### src/rtl/msdap_pkg.sv
// rtl/msdap_pkg.sv - shared MSDAP output-stage constants and state encoding
package msdap_pkg;

  // Default output word width of the filter datapath
  localparam int WIDTH = 40;

  // Index of the most significant bit of a w-bit word
  function automatic int msb_idx(input int w);
    return w - 1;
  endfunction

  // Bit that carries the frame strobe (first bit on the pins)
  localparam int FRAME_BIT = msb_idx(WIDTH);

  typedef enum logic {
    IDLE  = 1'b0,
    SHIFT = 1'b1
  } state_t;

endpackage

### src/rtl/piso_reg.sv
// rtl/piso_reg.sv - parallel-load shift-left register, MSB presented on msb_o
module piso_reg #(
  parameter int WIDTH = msdap_pkg::WIDTH
) (
  input  logic             clk_i,
  input  logic             reset_n_i,
  input  logic             clear_i,
  input  logic             load_i,
  input  logic             shift_i,
  input  logic [WIDTH-1:0] din_i,
  output logic             msb_o
);

  logic [WIDTH-1:0] sr_q;

  // Clear beats load beats shift; zeros enter at the LSB end
  always_ff @(negedge clk_i) begin
    if (!reset_n_i || clear_i) begin
      sr_q <= '0;
    end else if (load_i) begin
      sr_q <= din_i;
    end else if (shift_i) begin
      sr_q <= {sr_q[WIDTH-2:0], 1'b0};
    end
  end

  assign msb_o = sr_q[WIDTH-1];

endmodule

### src/rtl/sdo_serializer.sv
// rtl/sdo_serializer.sv - dual-channel MSB-first serializer with one-deep holding buffer
module sdo_serializer #(
  parameter int WIDTH = msdap_pkg::WIDTH,
  parameter int CNT_W = 6
) (
  input  logic             sclk,
  input  logic             reset_n,
  input  logic             in_valid,
  input  logic [WIDTH-1:0] in_l,
  input  logic [WIDTH-1:0] in_r,
  output logic             in_ready,
  output logic             sdo_l,
  output logic             sdo_r,
  output logic             frame,
  output logic             busy,
  output logic             overflow,
  input  logic             clr_ovf
);

  import msdap_pkg::*;

  localparam int TOP_BIT = msb_idx(WIDTH);
  localparam logic [CNT_W-1:0] CNT_LAST = CNT_W'(TOP_BIT);

  state_t           state_q, state_d;
  logic [CNT_W-1:0] cnt_q, cnt_d;
  logic [WIDTH-1:0] hold_l_q, hold_l_d;
  logic [WIDTH-1:0] hold_r_q, hold_r_d;
  logic             hold_full_q, hold_full_d;
  logic             frame_q, frame_d;
  logic             busy_q, busy_d;
  logic             ovf_q, ovf_d;
  logic             ovf_set;

  logic             sr_load, sr_shift, sr_clear;
  logic [WIDTH-1:0] sr_din_l, sr_din_r;

  // Next-state decode: word start, bit shifting, hold buffer and drop detection
  always_comb begin
    state_d     = state_q;
    cnt_d       = cnt_q;
    hold_l_d    = hold_l_q;
    hold_r_d    = hold_r_q;
    hold_full_d = hold_full_q;
    frame_d     = 1'b0;
    busy_d      = busy_q;
    ovf_set     = 1'b0;
    sr_load     = 1'b0;
    sr_shift    = 1'b0;
    sr_clear    = 1'b0;
    sr_din_l    = in_l;
    sr_din_r    = in_r;

    case (state_q)
      IDLE: begin
        if (in_valid) begin
          sr_load = 1'b1;
          cnt_d   = CNT_LAST;
          state_d = SHIFT;
          frame_d = 1'b1;
          busy_d  = 1'b1;
        end
      end
      SHIFT: begin
        if (cnt_q == '0) begin
          // Bit 0 has had its full cycle on the pins: chain or stop
          if (hold_full_q) begin
            sr_load  = 1'b1;
            sr_din_l = hold_l_q;
            sr_din_r = hold_r_q;
            cnt_d    = CNT_LAST;
            frame_d  = 1'b1;
            if (in_valid) begin
              // Buffer empties into the shifter this edge, so the new word fits
              hold_l_d = in_l;
              hold_r_d = in_r;
            end else begin
              hold_full_d = 1'b0;
            end
          end else if (in_valid) begin
            sr_load = 1'b1;
            cnt_d   = CNT_LAST;
            frame_d = 1'b1;
          end else begin
            sr_clear = 1'b1;
            state_d  = IDLE;
            busy_d   = 1'b0;
          end
        end else begin
          sr_shift = 1'b1;
          cnt_d    = cnt_q - CNT_W'(1);
          if (in_valid) begin
            if (!hold_full_q) begin
              hold_l_d    = in_l;
              hold_r_d    = in_r;
              hold_full_d = 1'b1;
            end else begin
              ovf_set = 1'b1;
            end
          end
        end
      end
    endcase

    // A drop on the same edge as a clear request must stay visible
    ovf_d = ovf_set | (ovf_q & ~clr_ovf);
  end

  // Control state and registered status outputs
  always_ff @(negedge sclk) begin
    if (!reset_n) begin
      state_q     <= IDLE;
      cnt_q       <= '0;
      hold_l_q    <= '0;
      hold_r_q    <= '0;
      hold_full_q <= 1'b0;
      frame_q     <= 1'b0;
      busy_q      <= 1'b0;
      ovf_q       <= 1'b0;
    end else begin
      state_q     <= state_d;
      cnt_q       <= cnt_d;
      hold_l_q    <= hold_l_d;
      hold_r_q    <= hold_r_d;
      hold_full_q <= hold_full_d;
      frame_q     <= frame_d;
      busy_q      <= busy_d;
      ovf_q       <= ovf_d;
    end
  end

  piso_reg #(.WIDTH(WIDTH)) u_sr_l (
    .clk_i     (sclk),
    .reset_n_i (reset_n),
    .clear_i   (sr_clear),
    .load_i    (sr_load),
    .shift_i   (sr_shift),
    .din_i     (sr_din_l),
    .msb_o     (sdo_l)
  );

  piso_reg #(.WIDTH(WIDTH)) u_sr_r (
    .clk_i     (sclk),
    .reset_n_i (reset_n),
    .clear_i   (sr_clear),
    .load_i    (sr_load),
    .shift_i   (sr_shift),
    .din_i     (sr_din_r),
    .msb_o     (sdo_r)
  );

  assign in_ready = ~hold_full_q;
  assign frame    = frame_q;
  assign busy     = busy_q;
  assign overflow = ovf_q;

endmodule

### config.mk
export PLATFORM = sky130hd
export DESIGN_NAME = sdo_serializer
export DESIGN_NICKNAME = d
export VERILOG_FILES = /design/src/rtl/msdap_pkg.sv /design/src/rtl/piso_reg.sv /design/src/rtl/sdo_serializer.sv
export SDC_FILE = /design/constraint.sdc
export NUM_CORES = 1
export LEC_CHECK = 0
export CORE_MARGIN = 3
export CORE_UTILIZATION = 44
export CTS_CLUSTER_DIAMETER = 200
export DETAILED_ROUTE_END_ITERATION = 6
export GPL_ROUTABILITY_DRIVEN = 0
export PLACE_DENSITY = 0.65
export SLEW_MARGIN = 20
export SYNTH_ARGS = -nofsm -noshare
export SYNTH_HDL_FRONTEND = slang
export SYNTH_SLANG_ARGS = --single-unit
### constraint.sdc
create_clock -name sclk -period 5.9 [get_ports sclk]
set_input_delay 1.475 -clock sclk [delete_from_list [all_inputs] [get_ports sclk]]
set_output_delay 1.475 -clock sclk [all_outputs]
set_load 0.005 [all_outputs]
# Word-level counts from Yosys, hierarchy flattened
# Cells that the tools add are included.
# word_totals
ff_bits	171
latch_bits	0
ram_bits	0
in_bits	84
rom_bits	0
n_memories	0
# op_classes
mux	45
addsub	1
n_shift	0
n_reduce_logical	8
div	0
bitwise	5
eq_ne	6
magnitude_cmp	0
n_mul	0
# op_table
cell	count
2-to-1 mux 40 bit	18
2-to-1 mux 1 bit	20
2-to-1 mux 6 bit	3
one-hot mux 6 bit (2 select lines)	1
!= test 2 bit (second input constant)	5
AND reduction 4 bit	2
zero test 6 bit	1
one-hot mux 1 bit (2 select lines)	3
subtractor 6 x 1 -> 6 bit (second input constant)	1
nonzero test 2 bit	2
NOT 1 bit	3
!= test 2 x 1 -> 1 bit (second input constant)	1
AND reduction 2 bit	1
AND 1 bit	1
zero test 1 bit	1
logical OR 1 bit	1
bitwise OR 1 bit	1

# Logic depth before layout (Yosys ltp)
# Gate-level depths: netlist (run 1).
# logic_depth
word_depth	5
ltp_mapped	9

# Cells and area by module
# From an unflattened synthesis (run 1), not the netlist that was laid out.
# unflattened
cells_unflattened	868
area_unflattened_um2	8385.5
# by_module_without_submodules
module	area_each_um2	cells_each	n_inst	seq_area_each_um2
sdo_serializer	4667.0	508	1	1821.7
piso_reg	1859.3	180	2	800.8

==> run metrics, run 1 <==
DRT iter0 DRCs=558; vias in the first global route=between 8000 and 9000; total CTS buffers=17; clk sinks=171; Pre-antenna DRT Iters=5; drt drc=0; Post-Synthesis Cells=892; Clock Tree Buf Depth=2; pre-CTS WS=173 ps; Syn-to-layout area delta=23.9%; nets=1170; yosys warns=0; wirelength, routed=~22000 um; initial antenna violation count=0; worst-margin pin slew=1140 ps; postcts setup bufs=0; layout cells sized above 1=5.56%; slew margin rel.=between 20% and 30%; Vias=7506; Vias/cell=about 5.5; Tot GR Track Use=21.3%; fill count=1760; CTS tree=yes; clk slew on worst S/H paths=30 ps; die height=145 um; combinational share of power=a little under a fifth; Power Dens Cells=334 nW/um^2; crit path max fanout=2; syn_nets=977; sequential fraction of the synthesis area=between 40% and 50%; Netlist cell types=42; dpl hpwl=between 10000 and 15000 um; CTS root buf=clkbuf_16; Pins Over Slew Limit=0; RSZ-0062 raised after global routing=false; Layout Utilization=between 50% and 60%; first-pass GRT wire length=~38000 um; leakage power=0.00450 uW; Sequential Power Share=about two fifths; Int Pwr=2260 uW; Antenna Diode Count=0; sw frac=35.8%; Die X=145 um; Post-CTS Hold Buffers=0; Placement Rows=50; later-pin clock latency in the skew report=470 ps; critical path required time=4430 ps; PostCTS Resize Cnt=0; Multi-input gate area=4460 sq um; Core Region=18800 sq um; PortBufs=89; routed len/inst=16.5 um; flops & latches, synth=171; WP data arrival=approximately 4300 ps; Mapped Area=~8500 sq um; Psw=1260 uW; Max IR drop VDD=208 uV; Final WS setup=approximately 130 ps; hold crit path type=reg -> reg; total congestion overflow after global routing=0; Clock power frac=43.3%; DIE AREA=21000 sq um; final count of hold timing violations=0; startpoint types=flop; setup TNS=0 ps; Max Cap Viol=0; Worst setup EP type=output pin; Fin Clk Skew=25.3 ps; htree depth=4; register area=3430 sq um; largest net degree at the start of global routing=102; Starting Density=45.1%; final hold slack=460 ps; class of the most critical setup path=reg -> out; status=finished, final reports clean; Routed Antenna Nets=0; syn avg cell area=9.53 sq um; I/O pin count=90; Setup-failing EPs final=0
==> worst paths after layout <==
check / startpoint / to / slack, ps / cells past startpoint
worst max register to register: cnt_q[0] / u_sr_r.sr_q[9] / 2410 / 7
worst min-delay path: hold_r_q[14] / hold_r_q[14] / 460 / 2
worst max-delay path: hold_full_q / in_ready / 130 / 2
worst min register to register: hold_r_q[14] / hold_r_q[14] / 460 / 2
==> flip-flops by register name (all words and copies together), names as in the netlist <==
register	cells
busy	1
cnt_q	6
frame	1
hold_full_q	1
hold_l_q	40
hold_r_q	40
overflow	1
state_q	1
u_sr_l.sr_q	40
u_sr_r.sr_q	40
==> Yosys cell counts <==
cell      instances  area [sq um]
o31ai_4           1          21.3
ha_1              1          12.5
nor3b_1           1          7.51
inv_1             5          18.8
dfxtp_1         171          3420
buf_12            9           180
a21oi_2           1          8.76
or2_2             1          6.26
or3_1             1          6.26
o21a_1            2          15.0
nand4_1           1          6.26
a311oi_1          2          17.5
buf_1             8          30.0
o21ai_0           5          25.0
nor3_1            4          20.0
a211oi_1          3          22.5
inv_2             1          3.75
a31oi_1           1          6.26
buf_2            12          60.1
or4b_2            1          10.0
nand2b_1          3          18.8
nor2_1            9          33.8
and3_1            1          6.26
mux2i_1         160          1600
nor4_1            1          6.26
nor4b_1           1          8.76
buf_4             1          7.51
clkbuf_1         62           233
o31ai_1          78           586
o21ai_2           1          8.76
nand3_1           4          20.0
o21bai_1         78           586
a21oi_1           6          30.0
nand3b_1          1          7.51
or4b_4            1          13.8
buf_6             9           101
o22ai_1           1          6.26
and2_1            1          6.26
o211ai_2          1          12.5
a221oi_1         78           683
nand2_1         163           612
or2_4             1          8.76
==> per-layer routing <==
layer | vias to the layer above | wire (um) | global-route usage (%)
met5 | - | 0 | 0
met4 | 0 | 149 | 9.69
met3 | 14 | 1180 | 7.84
met2 | 203 | 10300 | 33.3
met1 | 3607 | 10800 | 26.3
li1 | 3682 | - | -
==> power by group through the flow <==
| stage | clock, uW | combinational, uW | sequential [uW] |
|---|---|---|---|
| final | 1520 | 640 | 1350 |
| after global routing | 1720 | 706 | 1360 |
| after CTS | 1580 | 627 | 1360 |
| after floorplan | 176 | 510 | 1320 |
| after global placement | 176 | 619 | 1380 |
| after detailed placement | 176 | 623 | 1380 |
==> cell families (layout without fill, tap and decap cells) <==
kind of cell	count (synthesis)	in the layout	synth area share (%)
flops	171	171	40.3
mux	160	160	18.8
simple gates	195	195	9.39
buf+inv	107	313	7.46
compound gates	258	258	23.9
fa+ha+maj	1	1	0.147
==> metrics by stage <==
step                      cell area (sq um)  total power [uW]  std cells
after detailed placement               9320              2180       1155
final                                 10500              3520       1358
after floorplan                        8500              2010        892
after global routing                  10500              3790       1358
after global placement                 9320              2170       1155
after CTS                             10500              3570       1357
==> critical path, cell delays in order, from the launching register on <==
cell             delay, ps
dfxtp_1                310
inv_2                   80
clkdlybuf4s50_1        500
==> area by class of cell <==
| type | instances | share of cell area, % |
|---|---|---|
| multi-input cells | 614 | 42.3 |
| flip-flops and latches | 171 | 32.6 |
| repair buffers | 105 | 10.6 |
| clock inverters | 186 | 7.25 |
| clock buffers | 17 | 4.04 |
| well taps | 260 | 3.09 |
| inverters | 5 | 0.178 |
==> cells in the final DEF, fill, tap and decap left out, types with 9 or more instances in the layout <==
cell | Yosys | final
clkdlybuf4s50_1 | 0 | 87
o31ai_1 | 78 | 78
inv_1 | 5 | 175
buf_4 | 1 | 10
nor2_1 | 9 | 9
mux2i_1 | 160 | 160
o21bai_1 | 78 | 78
nand2_1 | 163 | 163
clkbuf_16 | 0 | 17
a221oi_1 | 78 | 78
dfxtp_1 | 171 | 169
Note: power is estimated with default switching activity, not from simulation.
==> run 2: changes to the inputs <==
CELL_PAD_IN_SITES_DETAIL_PLACEMENT = 0   (was not set)
CELL_PAD_IN_SITES_GLOBAL_PLACEMENT = 2   (was not set)
CORE_UTILIZATION = 39   (was 44)
PLACE_DENSITY = 0.86   (was 0.65)
==> run metrics, run 2 (same netlist as run 1, synthesis figures left out) <==
crit path max fanout=2 (unchanged); status=finished, final reports clean (unchanged); placed instance count=1178 (was 1155); cells along the critical path=clkdlybuf4s50_1 (was inv_2 -> clkdlybuf4s50_1); Tot GR Track Use=19.2% (was 21.3%); commonest non-fill, non-tap cell in the layout=inv_1 (unchanged); total CTS buffers=17 (unchanged); DIE AREA=23600 sq um (was 21000 sq um); Fin Clk Skew=20.5 ps (was 25.3 ps); later-pin clock latency in the skew report=460 ps (was 470 ps); most frequent cells in the layout=177 x inv_1, 169 x dfxtp_1, 163 x nand2_1 (was 175 x inv_1, 169 x dfxtp_1, 163 x nand2_1); PostCTS Resize Cnt=0 (unchanged); WP data arrival=4310 ps (was 4300 ps); Core Region=21200 sq um (was 18800 sq um); Post-CTS Hold Buffers=0 (unchanged); CTS root buf=clkbuf_16 (unchanged); total congestion overflow after global routing=0 (unchanged); drt drc=0 (unchanged); Power Dens Cells=336 nW/um^2 (was 334 nW/um^2); Pins Over Slew Limit=0 (unchanged); Starting Density=40.0% (was 45.1%); wirelength, routed=23200 um (was 22400 um); htree depth=4 (unchanged); Worst setup EP type=output pin (unchanged); Placement Rows=53 (was 50); I/O pin count=90 (unchanged); critical path required time=4430 ps (about the same); routed len/inst=16.8 um (was 16.5 um); crit-path max cell delay=540 ps (was 500 ps); PortBufs=89 (unchanged); RSZ-0062 raised after global routing=false (unchanged); vias in the first global route=7885 (was 8085); DRT iter0 DRCs=504 (was 558); slew margin rel.=28.9% (was 24.1%); postcts setup bufs=0 (unchanged); Crit-path slowest cell=clkdlybuf4s50_1 (unchanged); Top delay family on crit path=buffers and inverters (unchanged); clk slew on worst S/H paths=40 ps (was 30 ps); initial antenna violation count=0 (unchanged); fill count=2091 (was 1760); startpoint types=flop (unchanged); nets=1177 (was 1170); leakage power=0.00454 uW (was 0.00450 uW); largest net degree at the start of global routing=86 (was 102); Syn-to-layout area delta=24.7% (was 23.9%); setup TNS=0 ps (unchanged); Vias=7605 (was 7506); first-pass GRT wire length=38000 um (was 38100 um); Max IR drop VDD=188 uV (was 208 uV); class of the most critical setup path=reg -> out (unchanged); Max Cap Viol=0 (unchanged); Bufs and invs on worst path=1 (was 2); die height=154 um (was 145 um); post-route insts no fill=1380 (was 1358); worst-margin pin slew=1070 ps (was 1140 ps); overall power=3560 uW (was 3520 uW); Setup-failing EPs final=0 (unchanged); layout cells sized above 1=5.97% (was 5.56%); final hold slack=463 ps (was 460 ps); CTS tree=yes (unchanged); Clock Tree Buf Depth=2 (unchanged); hold crit path type=reg -> reg (unchanged); Vias/cell=5.51 (was 5.53); dpl hpwl=12400 um (was 11200 um); register area=3430 sq um (unchanged); Antenna Diode Count=0 (unchanged); Routed Antenna Nets=0 (unchanged); Multi-input gate area=4460 sq um (unchanged); final count of hold timing violations=0 (unchanged); clk sinks=171 (unchanged); Die X=154 um (was 145 um); Pre-antenna DRT Iters=5 (unchanged)
[run 2: area by class of cell]
cell class                      instances  area share, %
Clock buffer                           17           4.02
Clock inverter                        186           7.43
Inverter                                5          0.177
Multi-Input combinational cell        614           42.1
Sequential cell                       171           32.4
Tap cell                              275           3.25
Timing Repair Buffer                  112           10.7
[run 2: power breakdown]
group | internal [uW] | switching, uW
clock network | 777 | 789
logic | 288 | 356
registers | 1270 | 84.2
total | 2330 | 1230
[run 2: metal layers]
metal  up-vias  track usage [%]  share of wire (%)
met2       157             30.5                 48
met5         -                0                  0
met1      3724             23.4                 47
met3        14             7.80                4.4
met4         0             7.40               0.70
li1       3710                -                  -
[run 2: path summary, 6_finish.rpt]
check                                   from         endpoint  slack [ps]  cells past startpoint
worst max-delay path                overflow         overflow         120                      1
worst min-delay path            hold_l_q[28]     hold_l_q[28]         460                      2
worst max register to register      cnt_q[5]  u_sr_l.sr_q[38]        3030                      4
worst min register to register  hold_l_q[28]     hold_l_q[28]         460                      2
[run 2: stage by stage]
stage	util, %	cell area (sq um)	setup WS [ps]
5_1_grt	49.9	10600	53.3
4_1_cts	49.9	10600	77.2
2_1_floorplan	-	8500	226
6_report	49.9	10600	118
3_5_place_dp	44.2	9390	240
3_3_place_gp	44.2	9390	276
